## src/rtl/bcd_updown_counter.sv

```systemverilog
// Multi-digit packed-BCD up/down counter with programmable modulus, prescaler,
// synchronous load/clear, and wrap or saturate behaviour at the boundaries.

module bcd_updown_digit (
    input  logic       up,
    input  logic       cin,
    input  logic [3:0] d,
    output logic [3:0] q,
    output logic       cout
);
    always_comb begin
        q    = d;
        cout = 1'b0;
        if (cin) begin
            if (up) begin
                if (d == 4'd9) begin
                    q    = 4'd0;
                    cout = 1'b1;
                end else begin
                    q = d + 4'd1;
                end
            end else begin
                if (d == 4'd0) begin
                    q    = 4'd9;
                    cout = 1'b1;
                end else begin
                    q = d - 4'd1;
                end
            end
        end
    end
endmodule

module bcd_updown_counter #(
    parameter int DIGITS    = 3,
    parameter int MAX_COUNT = 999,
    parameter int PRESCALE  = 1,
    parameter int WRAP      = 1
) (
    input  logic                  clk,
    input  logic                  rst,
    input  logic                  en,
    input  logic                  up_dn,
    input  logic                  clr,
    input  logic                  load,
    input  logic [4*DIGITS-1:0]   load_val,
    output logic [4*DIGITS-1:0]   count,
    output logic                  at_max,
    output logic                  at_zero,
    output logic                  wrap,
    output logic                  load_err
);
    localparam int W = 4 * DIGITS;

    function automatic logic [W-1:0] to_bcd(input int v);
        logic [W-1:0] r;
        int           x;
        r = '0;
        x = v;
        for (int i = 0; i < DIGITS; i++) begin
            r[4*i +: 4] = 4'(x % 10);
            x           = x / 10;
        end
        return r;
    endfunction

    localparam logic [W-1:0] MAX_BCD = to_bcd(MAX_COUNT);

    logic [DIGITS-1:0][3:0] cur;
    logic [DIGITS-1:0][3:0] nxt;
    logic [DIGITS:0]        carry;
    logic [DIGITS-1:0]      dig_ok;
    logic                   load_ok;
    logic                   psc_hit;
    logic                   step;

    assign cur      = count;
    assign carry[0] = 1'b1;

    // Ripple carry/borrow chain: a digit moves only when all lower digits rolled.
    for (genvar i = 0; i < DIGITS; i++) begin : g_dig
        bcd_updown_digit u_dig (
            .up   (up_dn),
            .cin  (carry[i]),
            .d    (cur[i]),
            .q    (nxt[i]),
            .cout (carry[i+1])
        );
        assign dig_ok[i] = (load_val[4*i +: 4] <= 4'd9);
    end

    // With all digits valid, packed-BCD ordering matches numeric ordering.
    assign load_ok = (&dig_ok) && (load_val <= MAX_BCD);

    if (PRESCALE > 1) begin : g_psc
        localparam int PW = $clog2(PRESCALE);
        logic [PW-1:0] psc;
        assign psc_hit = (psc == PW'(PRESCALE - 1));
        always_ff @(posedge clk or negedge rst) begin
            if (!rst)
                psc <= '0;
            else if (load || clr)
                psc <= '0;
            else if (en)
                psc <= psc_hit ? '0 : psc + PW'(1);
        end
    end else begin : g_nopsc
        assign psc_hit = 1'b1;
    end

    assign step = en && !load && !clr && psc_hit;

    always_ff @(posedge clk or negedge rst) begin
        if (!rst) begin
            count    <= '0;
            wrap     <= 1'b0;
            load_err <= 1'b0;
        end else begin
            wrap     <= 1'b0;
            load_err <= 1'b0;
            if (load) begin
                if (load_ok) count    <= load_val;
                else         load_err <= 1'b1;
            end else if (clr) begin
                count <= '0;
            end else if (step) begin
                if (up_dn) begin
                    if (count != MAX_BCD) begin
                        count <= nxt;
                    end else if (WRAP != 0) begin
                        count <= '0;
                        wrap  <= 1'b1;
                    end
                end else begin
                    if (count != '0) begin
                        count <= nxt;
                    end else if (WRAP != 0) begin
                        count <= MAX_BCD;
                        wrap  <= 1'b1;
                    end
                end
            end
        end
    end

    assign at_max  = (count == MAX_BCD);
    assign at_zero = (count == '0);
endmodule

```

## config.mk

```make
export PLATFORM = sky130hd
export DESIGN_NAME = bcd_updown_counter
export DESIGN_NICKNAME = d
export VERILOG_FILES = /design/src/rtl/bcd_updown_counter.sv
export SDC_FILE = /design/constraint.sdc
export NUM_CORES = 1
export LEC_CHECK = 0
export CAP_MARGIN = 20
export CELL_PAD_IN_SITES_DETAIL_PLACEMENT = 0
export CELL_PAD_IN_SITES_GLOBAL_PLACEMENT = 1
export CORE_MARGIN = 2
export CORE_UTILIZATION = 46
export DETAILED_ROUTE_END_ITERATION = 6
export DONT_BUFFER_PORTS = 1
export GPL_TIMING_DRIVEN = 0
export PLACE_DENSITY_LB_ADDON = 0.3
export SYNTH_ARGS = -nofsm -noshare
export SYNTH_HDL_FRONTEND = slang
export SYNTH_SLANG_ARGS = --single-unit
```

## constraint.sdc

```tcl
create_clock -name clk -period 2.5 [get_ports clk]
set_input_delay 0.5 -clock clk [delete_from_list [all_inputs] [get_ports clk]]
set_output_delay 0.5 -clock clk [all_outputs]
set_load 0.05 [all_outputs]
```

# Word level (Yosys, flattened, before mapping)
# Index checks and enable logic that the tools add are counted.
dict set report totals {
  register_bits 14
  elab_cells 65
}
dict set report op_classes {
  n_addsub 6
  n_lt_le_gt_ge 4
  eq_ne 6
  n_mux 33
  reduce_logical 13
}
# cell count
set op_table {}
lappend op_table {{$mux 12} 7}
lappend op_table {{$mux 4} 11}
lappend op_table {{$mux 1} 15}
lappend op_table {{$add 4x1->4 const B} 3}
lappend op_table {{$eq 12x12->1 const B} 1}
lappend op_table {{$eq 4x4->1 const B} 3}
lappend op_table {{$le 12x12->1 const B} 1}
lappend op_table {{$le 4x4->1 const B} 3}
lappend op_table {{$logic_not 12->1} 1}
lappend op_table {{$logic_not 4->1} 3}
lappend op_table {{$ne 12x12->1 const B} 1}
lappend op_table {{$reduce_bool 12->1} 1}
lappend op_table {{$sub 4x1->4 const B} 3}
lappend op_table {{$logic_and 1x1->1} 3}
lappend op_table {{$reduce_and 3->1} 1}
lappend op_table {{$reduce_bool 3->1} 1}
lappend op_table {{$logic_not 1->1} 2}
lappend op_table {{$ne 2x1->1 const B} 1}
lappend op_table {{$reduce_and 2->1} 1}

# Longest topological paths before layout
dict set report logic_depth {
  depth_word 10
  ltp_mapped 7
  depth_no_buf 7
}

# Modules after synthesis
# Synthesis repeated with hierarchy kept, for this count alone.
dict set report hier_totals {
  hier_cells 178
  hier_area_um2 1496.4
}
# mod n_inst cells_per_inst area_per_inst_um2
set modules_own_cells {}
lappend modules_own_cells {bcd_updown_counter 1 85 847.1}
lappend modules_own_cells {bcd_updown_digit 3 31 216.5}

# Least setup slack after synthesis
# Ideal clock, no wire load.
dict set report synth_path {
  kind {reg-to-reg}
  start {register count[4]}
  end {register count[8]}
  setup_time_ns 0.122
  arrival_time_ns 2.876
  required_ns 2.378
  path_slack_ns -0.498
  stages_incl_launch_ff 7
  period_less_slack_ns 2.998
  cell_sequence {dfrtp_1 > ha_1 > nand3b_1 > nor4_2 > nand2_1 > a31o_2 > a32o_1}
}
dict set report synth_between {
  elab_chain_cells 10
}
# item line_no
set synth_lines {}
lappend synth_lines {{from (decl)} 47} ;# output logic [4*DIGITS-1:0] count,
lappend synth_lines {{from (signal assigned)} 122} ;# if (load_ok) count <= load_val;
lappend synth_lines {{from (signal assigned)} 129} ;# count <= nxt;
lappend synth_lines {{from (signal assigned)} 136} ;# count <= nxt;
lappend synth_lines {{$eq 4x4->1 / $logic_not 4->1 (equally long branches)} {16, 23}}
lappend synth_lines {{$mux 1 (on tied branches)} {16, 23}}
lappend synth_lines {{$mux 1} 15} ;# if (up) begin
lappend synth_lines {{$mux 1} 14} ;# if (cin) begin
lappend synth_lines {{$mux 4} 14}
lappend synth_lines {{$mux 12 (on tied branches)} {135, 128}}
lappend synth_lines {{$mux 12 *} 127} ;# if (up_dn) begin
lappend synth_lines {{$mux 12 *} 126} ;# end else if (step) begin
lappend synth_lines {{$mux 12 *} 124} ;# end else if (clr) begin
lappend synth_lines {{$mux 12 *} 121} ;# if (load) begin
# Mark *: on every way between the ends. The rest lies on a longest branch, timed or not. The select of a mux whose other input is x is not followed.
# A chain may end at the register's enable or synchronous reset.

# Final worst setup path
dict set report layout_path {
  start {register count[5]}
  end {output at_max}
}
dict set report layout_between {
  elab_chain_cells 1
}
# item line_no
set layout_lines {}
lappend layout_lines {{$eq 12x12->1} 146} ;# assign at_max = (count == MAX_BCD);
lappend layout_lines {{to (decl)} 48} ;# output logic at_max,
# No other way between the ends.

==> impl_metrics.toml <==
[sta]
rsz0062_at_grt = "yes"
max_freq_ghz = 0.392
holdWs_ns = 0.327
slew_violations = 0
min_period_ns = 2.55
fin_skew_ns = 0.00744
setup_tns_ns = -0.0641
finalSetupViolCount = 2
setup_slack_ns = -0.0502
hold_violations = 0
relSlewSlack_pct = 46.1
tightestPinTransition_ns = 0.803
finalCritPeriodShare_pct = 102

[floorplanning]
fp-row-count = 20
core_sq_um = 3050
die_h_um = 60.6
die_x_um = 60.6
die_area_sq_um = 3670
pin_count = 34
start_util_pct = 48.3

[cts]
clk_latency_ns = 0.29
cts_tree = "yes"
cts_max_level = 1
ctsLongestPathBuffers = 2
path_clk_slew_ns = 0.10
root_buffer = "clkbuf_4"
cts.sinks = 14
numCtsBuffers = 3

[grt]
use_met2_pct = 40.7
grt_pass1_wl_mm = 7.00
gr-total-overflow = 0
grt_antenna_before_repair = 0
grtUsageTotal_pct = 25.4
globalRouteMet3Util_pct = 7.46
grt_pass1_vias = 1468
grtUsageMet1_pct = 33.8
grt.busiest_layer = "met2"
grt_max_degree = 15

[logic_synthesis]
yosysSeqAreaShare_pct = 23.8
synth_area_sq_um = 1470
synth_cell_type_count = 52
synth_area_per_cell_sq_um = 8.19
ys_seq_elements = 14
synth_edf_count = 0
synth.area.top_cells = "dfrtp_1 (24%), ha_1 (8.5%), nand2_1 (6.6%)"
synthCells = 180
async_flop_share_pct = 100
yosys-top-cells-count = "nand2_1 (26), dfrtp_1 (14), o21ai_0 (13)"
yosys_warnings = 0
synth_area_leader_cell = "dfrtp_1"
synth_ff_type = "dfrtp_1"
yosysMostFrequentCell = "nand2_1"
yosysTopAreaCellShare_pct = 23.8
syn-num-nets = 208

[critical_path]
critPathLaunch = "count[5]"
path_buf_inv = 1
end_kind = "primary output"
worstSetupPathType = "reg -> out"
crit_fanout = 6
r2r-start = "count[5]"
crit_chain = "inv_4 > ha_4 > nand3b_1 > nor4_4"
crit_slowest_cell = "nor4_4"
worstPathRequired_ns = 2.00
max_stage_delay_ns = 0.77
worstPathArrival_ns = 2.05
worst_setup_path_start_kind = "register"
critPathTopFamily = "simple AND/OR/NAND/NOR gates"

[routing]
initialDrtViolationCount = 59
wirelength_mm = 4.24
drc = 0
drtPass1Iterations = 4
wire_per_inst_um = 17.7
viasPerCell = 6.13
vias = 1464
ant_nets = 0

[finish]
synthToLayoutAreaGrowth_pct = 18.1
final_layout_size_suffix_gt1_share_pct = 27.2
utilization_pct = 57.0
final_nets = 224
diodes = 0

[min_path]
hold_class = "in -> reg"
min_from = "en"

[place]
portBuffers = 0
dp_slack_ns = -0.234
gp_congestion = 0.928
post-dp-hpwl_mm = 2.99

[power]
ir_worst_vdd_uv = 354
power.leakage_nw = 0.720
power_density_nw_per_um2 = 655

[outcome]
violations = "negative setup slack"
outcome = "finished, violations left"

[flow_run]
cap_violations = 0
## layout make-up
class	count	area [sq um]
buffer	12	92.6
clock buffer	4	36.3
fill	285	1310
inverter	8	32.5
multi-input combinational	146	1070
sequential	14	365
tap	44	55.1
timing repair buffer	11	90.1
## final timing paths
kind,to,slack (ns),cells past startpoint
max,at_max,-0.05,4
max in group asynchronous,count[5],1.32,1
min in group asynchronous,count[2],0.68,1
min reg2reg,count[1],0.75,2
max reg2reg,count[8],-0.01,7
min,wrap,0.33,2
## worst register-to-register path, cell delays in order, from the launching register on
cell      delay (ns)
dfrtp_4         0.60
inv_4           0.11
ha_4            0.13
nand3b_1        0.16
nor4_4          0.77
nand2_1         0.16
a31o_2          0.27
a32o_1          0.21
## layout by cell type (no fill, tap or decap), types with 7 or more instances in the layout
cell,n
o21ai_0,13
ha_1,9
nor2_1,7
nand3_1,10
a21oi_1,9
buf_4,10
a31oi_1,8
nand2_1,26
## kinds of logic after synthesis
group / Yosys count / synth area share [%]
AOI/OAI and AO/OA: 58 / 28.6
DFF: 14 / 23.8
xor gates and xnor gates: 1 / 0.594
muxes: 2 / 1.53
adders and majority gates: 10 / 8.49
and+or+nand+nor: 75 / 28.8
buffers and inverters: 20 / 8.23
## power breakdown
group | leakage, nW | switching (mW) | internal (mW)
registers | 0.168 | 0.194 | 0.270
logic | 0.531 | 0.278 | 0.229
clock network | 0.0210 | 0.0813 | 0.0887
## registers in the layout (all words and copies together) (netlist names)
name      cells
count        12
load_err      1
wrap          1
## through the flow
stage | instances | total power, mW | area [sq um]
finish | 239 | 1.14 | 1740
global route | 239 | 1.22 | 1740
CTS | 233 | 1.11 | 1670
detailed placement | 224 | 0.904 | 1550
global placement | 224 | 0.894 | 1550
floorplan | 180 | 0.811 | 1500
## what timing repair did
| action | 4_1_cts | 5_1_grt |
|---|---|---|
| hold buffers | 1 | 0 |
| gates resized for setup | 13 | 7 |
| buffers inserted | 4 | 6 |
| endpoints found under the setup margin | 11 | 11 |
| hold endpoints to repair | 14 | 0 |
| pin swaps | 4 | 5 |
## metal layers
metal,wire length (um),share of wire (%)
met1,1870,44
met2,2000,47
met3,361,8.5
met4,11,0.26
met5,0,0
Power figures use the tool's default switching activity.
